**src/rtl/ps2_pkg.sv**
```systemverilog
// Shared definitions for the PS/2 host blocks: transmitter FSM states,
// register map, STATUS bit positions and the read-mux slot of the transmitter.
package ps2_pkg;

  typedef enum logic [2:0] {
    PS2_IDLE      = 3'd0,
    PS2_INHIBIT   = 3'd1,
    PS2_REQ       = 3'd2,
    PS2_SHIFT     = 3'd3,
    PS2_ACK       = 3'd4,
    PS2_WAIT_IDLE = 3'd5
  } ps2_tx_state_t;

  localparam logic [31:0] PS2_TX_DATA_OFF = 32'h0;
  localparam logic [31:0] PS2_TX_STAT_OFF = 32'h4;

  localparam int unsigned STAT_BUSY_BIT    = 0;
  localparam int unsigned STAT_ACK_OK_BIT  = 1;
  localparam int unsigned STAT_NACK_BIT    = 2;
  localparam int unsigned STAT_TIMEOUT_BIT = 3;

  // Mirrors RDSEL_PS2_TX in defines_riscv.v; keep both in step.
  localparam logic [3:0] RDSEL_PS2_TX = 4'd9;

  // Index of the stop bit inside the 10-bit host-to-device payload.
  localparam logic [3:0] PS2_STOP_IDX = 4'd9;

  function automatic logic ps2_odd_parity(input logic [7:0] data);
    return ~^data;
  endfunction

endpackage

```
**src/rtl/ps2_line_sync.sv**
```systemverilog
// Multi-stage synchronizer for one PS/2 line with a one-cycle falling-edge
// pulse; shared between the host transmitter and the receiver.
module ps2_line_sync #(
  parameter int unsigned SYNC_STAGES = 2
) (
  input  logic clk_i,
  input  logic rst_n_i,
  input  logic line_i,
  output logic line_o,
  output logic fall_o
);

  logic [SYNC_STAGES-1:0] sync_q, sync_d;
  logic                   prev_q, prev_d;

  always_comb begin
    sync_d = SYNC_STAGES'({sync_q, line_i});
    prev_d = sync_q[SYNC_STAGES-1];
  end

  always_ff @(posedge clk_i or negedge rst_n_i) begin
    if (!rst_n_i) begin
      sync_q <= '0;
      prev_q <= 1'b0;
    end else begin
      sync_q <= sync_d;
      prev_q <= prev_d;
    end
  end

  assign line_o = sync_q[SYNC_STAGES-1];
  assign fall_o = prev_q & ~sync_q[SYNC_STAGES-1];

endmodule

```
**src/rtl/ps2_tx_ctrl.sv**
```systemverilog
// Memory-mapped PS/2 host-to-device command transmitter with pollable
// completion, ACK/NACK and timeout status; drives open-drain pull-low enables.
module ps2_tx_ctrl
  import ps2_pkg::*;
#(
  parameter int unsigned INHIBIT_CYCLES = 5000,
  parameter int unsigned TIMEOUT_CYCLES = 750000,
  parameter int unsigned SYNC_STAGES    = 2
) (
  input  logic        clk_i,
  input  logic        rst_n_i,
  input  logic [31:0] wdata_i,
  input  logic [31:0] addr_i,
  input  logic [3:0]  be_i,
  input  logic        we_i,
  output logic [31:0] rdata_o,
  input  logic        ps2_clk_i,
  input  logic        ps2_dat_i,
  output logic        ps2_clk_oe_o,
  output logic        ps2_dat_oe_o,
  output logic        busy_o,
  output logic        done_o
);

  localparam int unsigned INH_W = $clog2(INHIBIT_CYCLES + 1);
  localparam int unsigned TO_W  = $clog2(TIMEOUT_CYCLES + 1);
  // INHIBIT_CYCLES must be at least 2 so the start bit lands inside the inhibit.
  localparam logic [INH_W-1:0] INH_START = INH_W'(INHIBIT_CYCLES - 2);
  localparam logic [INH_W-1:0] INH_LAST  = INH_W'(INHIBIT_CYCLES - 1);
  localparam logic [TO_W-1:0]  TO_LAST   = TO_W'(TIMEOUT_CYCLES - 1);

  logic clk_s, clk_fall, dat_s, dat_fall_unused;

  ps2_line_sync #(.SYNC_STAGES(SYNC_STAGES)) u_clk_sync (
    .clk_i   (clk_i),
    .rst_n_i (rst_n_i),
    .line_i  (ps2_clk_i),
    .line_o  (clk_s),
    .fall_o  (clk_fall)
  );

  ps2_line_sync #(.SYNC_STAGES(SYNC_STAGES)) u_dat_sync (
    .clk_i   (clk_i),
    .rst_n_i (rst_n_i),
    .line_i  (ps2_dat_i),
    .line_o  (dat_s),
    .fall_o  (dat_fall_unused)
  );

  // Bus handshake: we_i is a single-cycle strobe qualified by be_i[0] with no
  // ready/back-pressure. A TXDATA write is taken only in IDLE and dropped
  // otherwise; firmware learns the outcome by polling STATUS.
  logic tx_wr, st_wr;
  assign tx_wr = we_i & be_i[0] & (addr_i[2] == PS2_TX_DATA_OFF[2]);
  assign st_wr = we_i & be_i[0] & (addr_i[2] == PS2_TX_STAT_OFF[2]);

  ps2_tx_state_t    state_q, state_d;
  logic [INH_W-1:0] inh_cnt_q, inh_cnt_d;
  logic [TO_W-1:0]  to_cnt_q, to_cnt_d;
  logic [3:0]       bit_cnt_q, bit_cnt_d;
  logic [9:0]       frame_q, frame_d;
  logic             clk_oe_q, clk_oe_d;
  logic             dat_oe_q, dat_oe_d;
  logic             busy_q, busy_d;
  logic             done_q, done_d;
  logic             ack_ok_q, ack_ok_d;
  logic             nack_q, nack_d;
  logic             timeout_q, timeout_d;
  logic             to_hit;

  always_comb begin
    state_d   = state_q;
    inh_cnt_d = inh_cnt_q;
    to_cnt_d  = to_cnt_q;
    bit_cnt_d = bit_cnt_q;
    frame_d   = frame_q;
    clk_oe_d  = clk_oe_q;
    dat_oe_d  = dat_oe_q;
    busy_d    = busy_q;
    done_d    = 1'b0;
    ack_ok_d  = ack_ok_q;
    nack_d    = nack_q;
    timeout_d = timeout_q;
    to_hit    = (to_cnt_q == TO_LAST);

    if (st_wr) begin
      ack_ok_d  = 1'b0;
      nack_d    = 1'b0;
      timeout_d = 1'b0;
    end

    unique case (state_q)
      PS2_IDLE: begin
        clk_oe_d = 1'b0;
        dat_oe_d = 1'b0;
        if (tx_wr) begin
          // Payload in transmit order: data LSB first, parity, stop.
          frame_d   = {1'b1, ps2_odd_parity(wdata_i[7:0]), wdata_i[7:0]};
          inh_cnt_d = '0;
          to_cnt_d  = '0;
          bit_cnt_d = '0;
          clk_oe_d  = 1'b1;
          busy_d    = 1'b1;
          ack_ok_d  = 1'b0;
          nack_d    = 1'b0;
          timeout_d = 1'b0;
          state_d   = PS2_INHIBIT;
        end
      end

      PS2_INHIBIT: begin
        inh_cnt_d = inh_cnt_q + 1'b1;
        if (inh_cnt_q == INH_START) begin
          dat_oe_d = 1'b1;
        end
        if (inh_cnt_q == INH_LAST) begin
          inh_cnt_d = '0;
          clk_oe_d  = 1'b0;
          dat_oe_d  = 1'b1;
          state_d   = PS2_REQ;
        end
      end

      PS2_REQ: begin
        to_cnt_d  = to_cnt_q + 1'b1;
        bit_cnt_d = '0;
        state_d   = PS2_SHIFT;
        if (to_hit) begin
          timeout_d = 1'b1;
          clk_oe_d  = 1'b0;
          dat_oe_d  = 1'b0;
          busy_d    = 1'b0;
          done_d    = 1'b1;
          state_d   = PS2_IDLE;
        end
      end

      PS2_SHIFT: begin
        to_cnt_d = to_cnt_q + 1'b1;
        if (to_hit) begin
          timeout_d = 1'b1;
          clk_oe_d  = 1'b0;
          dat_oe_d  = 1'b0;
          busy_d    = 1'b0;
          done_d    = 1'b1;
          state_d   = PS2_IDLE;
        end else if (clk_fall) begin
          dat_oe_d  = ~frame_q[0];
          frame_d   = {1'b0, frame_q[9:1]};
          bit_cnt_d = bit_cnt_q + 1'b1;
          if (bit_cnt_q == PS2_STOP_IDX) begin
            state_d = PS2_ACK;
          end
        end
      end

      PS2_ACK: begin
        to_cnt_d = to_cnt_q + 1'b1;
        dat_oe_d = 1'b0;
        // A device ACK edge outranks a timeout expiring in the same cycle.
        if (clk_fall) begin
          ack_ok_d = ~dat_s;
          nack_d   = dat_s;
          state_d  = PS2_WAIT_IDLE;
        end else if (to_hit) begin
          timeout_d = 1'b1;
          clk_oe_d  = 1'b0;
          busy_d    = 1'b0;
          done_d    = 1'b1;
          state_d   = PS2_IDLE;
        end
      end

      PS2_WAIT_IDLE: begin
        clk_oe_d = 1'b0;
        dat_oe_d = 1'b0;
        if (clk_s && dat_s) begin
          busy_d  = 1'b0;
          done_d  = 1'b1;
          state_d = PS2_IDLE;
        end
      end

      default: begin
        clk_oe_d = 1'b0;
        dat_oe_d = 1'b0;
        busy_d   = 1'b0;
        state_d  = PS2_IDLE;
      end
    endcase
  end

  always_ff @(posedge clk_i or negedge rst_n_i) begin
    if (!rst_n_i) begin
      state_q   <= PS2_IDLE;
      inh_cnt_q <= '0;
      to_cnt_q  <= '0;
      bit_cnt_q <= '0;
      frame_q   <= '0;
      clk_oe_q  <= 1'b0;
      dat_oe_q  <= 1'b0;
      busy_q    <= 1'b0;
      done_q    <= 1'b0;
      ack_ok_q  <= 1'b0;
      nack_q    <= 1'b0;
      timeout_q <= 1'b0;
    end else begin
      state_q   <= state_d;
      inh_cnt_q <= inh_cnt_d;
      to_cnt_q  <= to_cnt_d;
      bit_cnt_q <= bit_cnt_d;
      frame_q   <= frame_d;
      clk_oe_q  <= clk_oe_d;
      dat_oe_q  <= dat_oe_d;
      busy_q    <= busy_d;
      done_q    <= done_d;
      ack_ok_q  <= ack_ok_d;
      nack_q    <= nack_d;
      timeout_q <= timeout_d;
    end
  end

  logic [31:0] status;

  always_comb begin
    status                   = '0;
    status[STAT_BUSY_BIT]    = busy_q;
    status[STAT_ACK_OK_BIT]  = ack_ok_q;
    status[STAT_NACK_BIT]    = nack_q;
    status[STAT_TIMEOUT_BIT] = timeout_q;
    rdata_o = (addr_i[2] == PS2_TX_STAT_OFF[2]) ? status : 32'h0;
  end

  assign ps2_clk_oe_o = clk_oe_q;
  assign ps2_dat_oe_o = dat_oe_q;
  assign busy_o       = busy_q;
  assign done_o       = done_q;

  logic unused_bus_bits;
  assign unused_bus_bits = ^{wdata_i[31:8], addr_i[31:3], addr_i[1:0], be_i[3:1]};

endmodule

```
**config.mk**
```make
export PLATFORM = sky130hd
export DESIGN_NAME = ps2_tx_ctrl
export DESIGN_NICKNAME = d
export VERILOG_FILES = /design/src/rtl/ps2_pkg.sv /design/src/rtl/ps2_line_sync.sv /design/src/rtl/ps2_tx_ctrl.sv
export SDC_FILE = /design/constraint.sdc
export NUM_CORES = 1
export LEC_CHECK = 0
export BUFFER_PORTS_ARGS = -buffer_cell sky130_fd_sc_hd__buf_2
export CAP_MARGIN = 25
export CORE_UTILIZATION = 25
export DETAILED_ROUTE_END_ITERATION = 8
export PLACE_DENSITY = 0.55
export SYNTH_ARGS = -nofsm -noshare
export SYNTH_HDL_FRONTEND = slang
export SYNTH_SLANG_ARGS = --single-unit
```
**constraint.sdc**
```tcl
create_clock -name clk_i -period 5.1 [get_ports clk_i]
set_clock_uncertainty 0.2 [all_clocks]
set_input_delay 1.53 -clock clk_i [delete_from_list [all_inputs] [get_ports clk_i]]
set_output_delay 1.53 -clock clk_i [all_outputs]
set_load 0.05 [all_outputs]
```
==> impl_results.md, run 1 <==
- CTS Hold Buffers Added: 0
- Finished Cell Area: 4110 um^2
- Routed vias: 2885
- Synth warn: 0
- Number of enable flip-flop cells after synthesis: 0
- Worst VDD drop: 0.2209 mV
- Die width: 123.4 um
- Buffers on Ports: 22
- R2R Setup Slk: 2390 ps
- Critical Path End Type: primary output
- Critical path class: in -> out
- Setup TNS: 0 ps
- M1 WL: 3543 um
- Total power: 2037 uW
- Iter 0 DRT Violations: 220
- Arr. time, crit path: 2020 ps
- RSZ-0062 raised after global routing: no
- Core box area: 14150 um^2
- Main synth FF type: dfrtp_1
- Leading area contributor after synthesis: dfrtp_1
- # setup viols final: 0
- Post_cts resized: 0
- Total Wirelength: 7731 um
- I/O pin count: 109
- Worst-skew pair later-pin latency: 330 ps
- Main area contributors after synthesis: dfrtp_1, nand2_1, buf_4
- Crit path time final: 3749 ps
- Wire length per cell: 12.76 um
- Register area: 1551 um^2
- Critical path required time: 3370 ps
- Fillers: 1470
- Row cnt: 43
- Hold crit path type: reg -> reg
- Syn Std Cell Area: 3684 um^2
- Top cell types by occurrence after synthesis: dfrtp_1, nand2_1, o21ai_0
- DRC violations left: 0
- Status: completed
- Slew headroom: 38.20%
- Cells on worst reg2reg path: 5
- Count of cell types in the netlist: 57
- Smallest hold slack: 148.9 ps
- Fin nets: 501
- CTS Buffer Depth: 2
- Met2 routed WL: 3763 um
- Area grow syn2layout: 11.58%
- Die area: 15220 um^2
- Via density: 4.761
- Max Used Layer: met4
- H-Tree Depth: 3
- Global-route wire length before repair: 13110 um
- Largest net degree at the start of global routing: 37
- Total grt overflow: 0
- 1st-pass router iterations: 4
- Final ANT Viol Nets: 0
- Max Cap Viol: 0
- Met3 WL: 204 um
- Asr flop ratio synth: 100.0%
- CP Max Fanout: 6
- Postcts setup bufs: 0
- Hold Path Origin: u_dat_sync.sync_q[0]
- CTS clock-pin slew for the worst setup and hold paths: 50 ps
- Worst Max-Slew Pin Slew: 925.0 ps
- Placed Area: 3841 um^2
- Fmax: 266.8 MHz
- Multi-input gate area: 1906 um^2
- Worst hold stages: 0
- Power Dens Cells: 495.7 nW/um^2
- Cells after synthesis: 403
- Pre-CTS setup slack: 1341 ps
- Setup slack after layout: 1351 ps
- Crit share post-route: 73.50%
- CTS tree: built
- N_diodes: 0
- Top-area cell type share of the netlist area: 42.12%
- Hold EP: u_dat_sync.sync_q[1]
- Antenna violations before repair: 0
- Register area share after synthesis: 42.12%
- CTS Buf Count: 9
- Count leader, synth: dfrtp_1
- Reg2reg start: state_q[1]
- Gr usage total: 11.10%
- Syn_area_per_cell: 9.140 um^2
- Max Slew Vio Count: 0
- Vias in the first global route: 2737
- Die height: 123.4 um
- Yosys reg bits: 62
- Layout cells sized above 1: 12.21%
- Clock sinks: 62
- Static Leak: 0.001829 uW
- Post-DP HPWL: 5419 um
- Root Driver: clkbuf_16
- Setup crit start kind: primary input
- Placer Congestion: 0.8374
- Starting Density: 26.03%
- Crit Reg-Reg Endpoint: state_q[0]
- Final hold vios: 0
## worst max path at each step
| stage | start | to | slack (ps) | cells after the start |
|---|---|---|---|---|
| after global routing | addr_i[2] | rdata_o[3] | 1320 | 3 |
| after global placement | addr_i[2] | rdata_o[3] | 1360 | 3 |
| after detailed placement | addr_i[2] | rdata_o[3] | 1340 | 3 |
| after floorplan | addr_i[2] | rdata_o[0] | 1430 | 1 |
| final | addr_i[2] | rdata_o[3] | 1350 | 3 |
| after CTS | addr_i[2] | rdata_o[3] | 1340 | 3 |
## cells in the final DEF (no fill, tap or decap), types with 4 or more instances in the layout
| cell type | netlist | final |
|---|---|---|
| a21oi_1 | 21 | 21 |
| nand4_1 | 16 | 16 |
| nand2_1 | 57 | 57 |
| nor2_1 | 28 | 28 |
| inv_1 | 8 | 8 |
| mux2i_1 | 5 | 5 |
| nor3b_1 | 4 | 4 |
| and3_1 | 11 | 11 |
| ha_1 | 6 | 6 |
| clkbuf_16 | 0 | 9 |
| o21ai_0 | 29 | 29 |
| xor2_1 | 13 | 13 |
| mux2_2 | 10 | 10 |
| buf_2 | 3 | 22 |
| a21o_1 | 6 | 6 |
| dfrtp_1 | 62 | 62 |
| nand3_1 | 7 | 7 |
| conb_1 | 1 | 28 |
| xnor2_1 | 6 | 6 |
| nor2b_1 | 4 | 4 |
| nor3_1 | 5 | 5 |
| and2_1 | 7 | 7 |
| or3_1 | 10 | 10 |
## worst max-delay path: stages
cell,delay (ps)
buf_2,120
and2_1,120
buf_2,250
## through the flow
step                utilization, %  cells
finish                       29.05    606
global route                 29.05    606
CTS                          29.05    606
detailed placement           27.15    591
global placement             27.15    591
floorplan                        -    430
## cell families after synthesis
family                   count (synthesis)  synth area share [%]
multiplexers                            16                 4.722
buffers and inverters                   52                 8.899
flip-flops                              62                 42.12
AO/OA/AOI/OAI                           80                 14.16
adder cells (fa/ha/maj)                  6                 2.038
AND/OR/NAND/NOR                        167                 23.44
other                                    1                0.1018
XOR/XNOR                                19                 4.518
## state kept, by name, summed over array words and instances (netlist names)
register           count
ack_ok_q               1
bit_cnt_q              4
busy_o                 1
done_o                 1
frame_q               10
inh_cnt_q             13
nack_q                 1
ps2_clk_oe_o           1
ps2_dat_oe_o           1
state_q                3
timeout_q              1
to_cnt_q              20
u_clk_sync.prev_q      1
u_clk_sync.sync_q      2
u_dat_sync.sync_q      2
## power by group
part | internal, uW | switching, uW | leakage (uW) | total, uW
registers | 604 | 152 | 0.000805 | 756
clock network | 352 | 204 | 0.000133 | 556
logic | 271 | 455 | 0.000892 | 726
total | 1230 | 811 | 0.00183 | 2040
## cell type report
type | count | share of cell area, %
Multi-Input combinational cell | 316 | 46.36
Inverter | 9 | 0.8219
Sequential cell | 62 | 37.75
Clock buffer | 14 | 6.423
Tap cell | 180 | 5.479
Timing Repair Buffer | 24 | 3.044
Clock inverter | 1 | 0.1218
## per-layer routing
layer  global-route usage [%]  vias to the layer above
met5                        0                        -
met4                    6.702                        0
met3                    1.845                       16
met2                    18.61                       63
met1                    13.27                     1398
li1                         -                     1408
No activity file was read; power rests on OpenSTA's default activity.
==> run 2, diff against run 1 <==
==> constraint.sdc (replaced) <==
create_clock -name clk_i -period 3.9 [get_ports clk_i]
set_clock_uncertainty 0.2 [all_clocks]
set_input_delay 1.17 -clock clk_i [delete_from_list [all_inputs] [get_ports clk_i]]
set_output_delay 1.17 -clock clk_i [all_outputs]
set_load 0.05 [all_outputs]
==> run 2 against run 1 <==
  * Utilization rose by 0.34 points
  * Die area is the same
  * Largest cell class unchanged
  * Setup slack lost 480 ps
  * Sequential cell count did not move
  * Worst hold slack lost 5.2 ps
  * Count of clock-buffer cells in the layout decreased by 2
  * Critical path depth unchanged
  * Sequential power grew 31%
==> impl_results.md, run 2 (synthesized netlist as in run 1, its figures left out) <==
- Status: completed
- CTS Buffer Depth: 2 (unchanged)
- Largest reg by FF count: to_cnt_q
- Hold crit path type: reg -> reg
- Max reg flops: 20 (unchanged)
- Post_cts resized: 0 (unchanged)
- Static Leak: 0.001858 uW (+1.6%)
- Finished Core Util: 29.38% (+0.34 points)
- Routed vias: 2882 (-0.10%)
- Most frequent cells in the layout: dfrtp_1, nand2_1, o21ai_0
- Root Driver: clkbuf_16
- 1st-pass router iterations: 4 (unchanged)
- Fin nets: 503 (+0.40%)
- Die width: 123.4 um (unchanged)
- Critical Path End Type: primary output
- H-Tree Depth: 3 (unchanged)
- Vias in the first global route: 2668 (-2.5%)
- Fmax: 330.2 MHz
- Buffers on Ports: 22 (unchanged)
- Via density: 4.732 (-0.60%)
- Crit share post-route: 77.65%
- Layout cells sized above 1: 13.29% (+1.1 points)
- Post-DP HPWL: 5475 um (+1.0%)
- Total grt overflow: 0 (unchanged)
- Max Slew Vio Count: 0 (unchanged)
- Crit path time final: 3028 ps
- Antenna violations before repair: 0 (unchanged)
- Total Wirelength: 7734 um (about the same)
- Wire length per cell: 12.70 um (-0.45%)
- Slew headroom: 43.02% (+4.8 points)
- Final ANT Viol Nets: 0 (unchanged)
- # setup viols final: 0 (unchanged)
- Clock sinks: 62 (unchanged)
- Area grow syn2layout: 12.87%
- Setup slack after layout: 871.5 ps (-479.7 ps)
- Max Cap Viol: 0 (unchanged)
- Row cnt: 43 (unchanged)
- Postcts setup bufs: 0 (unchanged)
- Gr usage total: 10.89% (-0.21 points)
- Iter 0 DRT Violations: 165 (-25%)
- Commonest non-fill, non-tap cell in the layout: dfrtp_1
- Setup TNS: 0 ps (unchanged)
- CTS tree: built
- Worst VDD drop: 0.2655 mV (+20%)
- Power Dens Cells: 660.8 nW/um^2 (+33%)
- Final hold vios: 0 (unchanged)
- I/O pin count: 109 (unchanged)
- Worst Max-Slew Pin Slew: 853.0 ps (-72.04 ps)
- CTS Buf Count: 9 (unchanged)
- CP Max Fanout: 6 (unchanged)
- Critical path required time: 2530 ps (-840 ps)
- Worst-skew pair later-pin latency: 320 ps (about the same)
- Critical path class: in -> out
- DRC violations left: 0 (unchanged)
- N_diodes: 0 (unchanged)
- CTS Hold Buffers Added: 0 (unchanged)
- Die area: 15220 um^2 (unchanged)
- Largest net degree at the start of global routing: 40 (+8.1%)
- CTS clock-pin slew for the worst setup and hold paths: 50 ps (about the same)
- Placer Congestion: 0.8062 (-3.7%)
- Starting Density: 26.03% (unchanged)
- RSZ-0062 raised after global routing: no
- Core box area: 14150 um^2 (unchanged)
- Top flop regs: to_cnt_q: 20 flops, inh_cnt_q: 13 flops, frame_q: 10 flops
- Setup crit start kind: primary input
- Global-route wire length before repair: 13080 um (-0.27%)
- Die height: 123.4 um (unchanged)
- Arr. time, crit path: 1660 ps (-360 ps)
- Pre-CTS setup slack: 639.4 ps (-701.4 ps)
run 2: changes by cell type in the layout (fill, tap and decap cells not counted), sizes merged:
cell and delta:
buf +2, clkbuf -2, clkinv +2, bufinv +1
run 2: per-layer routing:
metal	share of wire [%]	vias up	wire [um]	global-route usage (%)
met1	47	1406	3613	13.65
met4	1.2	0	91	5.120
met5	0	-	0	0
met3	2.9	8	228	1.983
li1	-	1406	-	-
met2	49	62	3799	18.05
run 2: path summary, 6_finish.rpt:
| check | start | to | slack, ps | cells past startpoint |
|---|---|---|---|---|
| worst max-delay path | addr_i[2] | rdata_o[0] | 870 | 3 |
| worst min-delay path | u_dat_sync.sync_q[0] | u_dat_sync.sync_q[1] | 140 | 0 |
| worst max register to register | state_q[1] | state_q[0] | 1230 | 5 |
| worst min register to register | u_dat_sync.sync_q[0] | u_dat_sync.sync_q[1] | 140 | 0 |
| max in group asynchronous | rst_n_i | to_cnt_q[17] | 2380 | 2 |
| min in group asynchronous | rst_n_i | frame_q[4] | 440 | 1 |
run 2: stage by stage:
step	std cells	hold WS, ps	total power [uW]	cell area [um^2]
after floorplan	430	131.2	1772	3785
after global placement	593	133.2	1921	3856
after detailed placement	593	135.8	1958	3856
after CTS	609	147.7	2768	4158
after global routing	609	162.2	2942	4158
final	609	143.7	2748	4158
run 2: where the power goes:
group | leakage (uW) | internal [uW] | switching [uW]
Combinational | 0.000901 | 357 | 596
Clock | 0.000152 | 526 | 276
Sequential | 0.000805 | 789 | 204
Total | 0.00186 | 1670 | 1080
run 2: area by class of cell:
cell class / instances / area (um^2)
multi-input cells: 316 / 1906
flip-flops and latches: 62 / 1551
inverters: 9 / 33.78
fillers: 1508 / 9992
clock inverters: 4 / 45.04
clock buffers: 12 / 256.5
well taps: 180 / 225.2
repair buffers: 26 / 140.1
run 2: worst max-delay path, cell delays in order:
cell	delay [ps]
buf_2	120
and2_1	120
buf_2	250
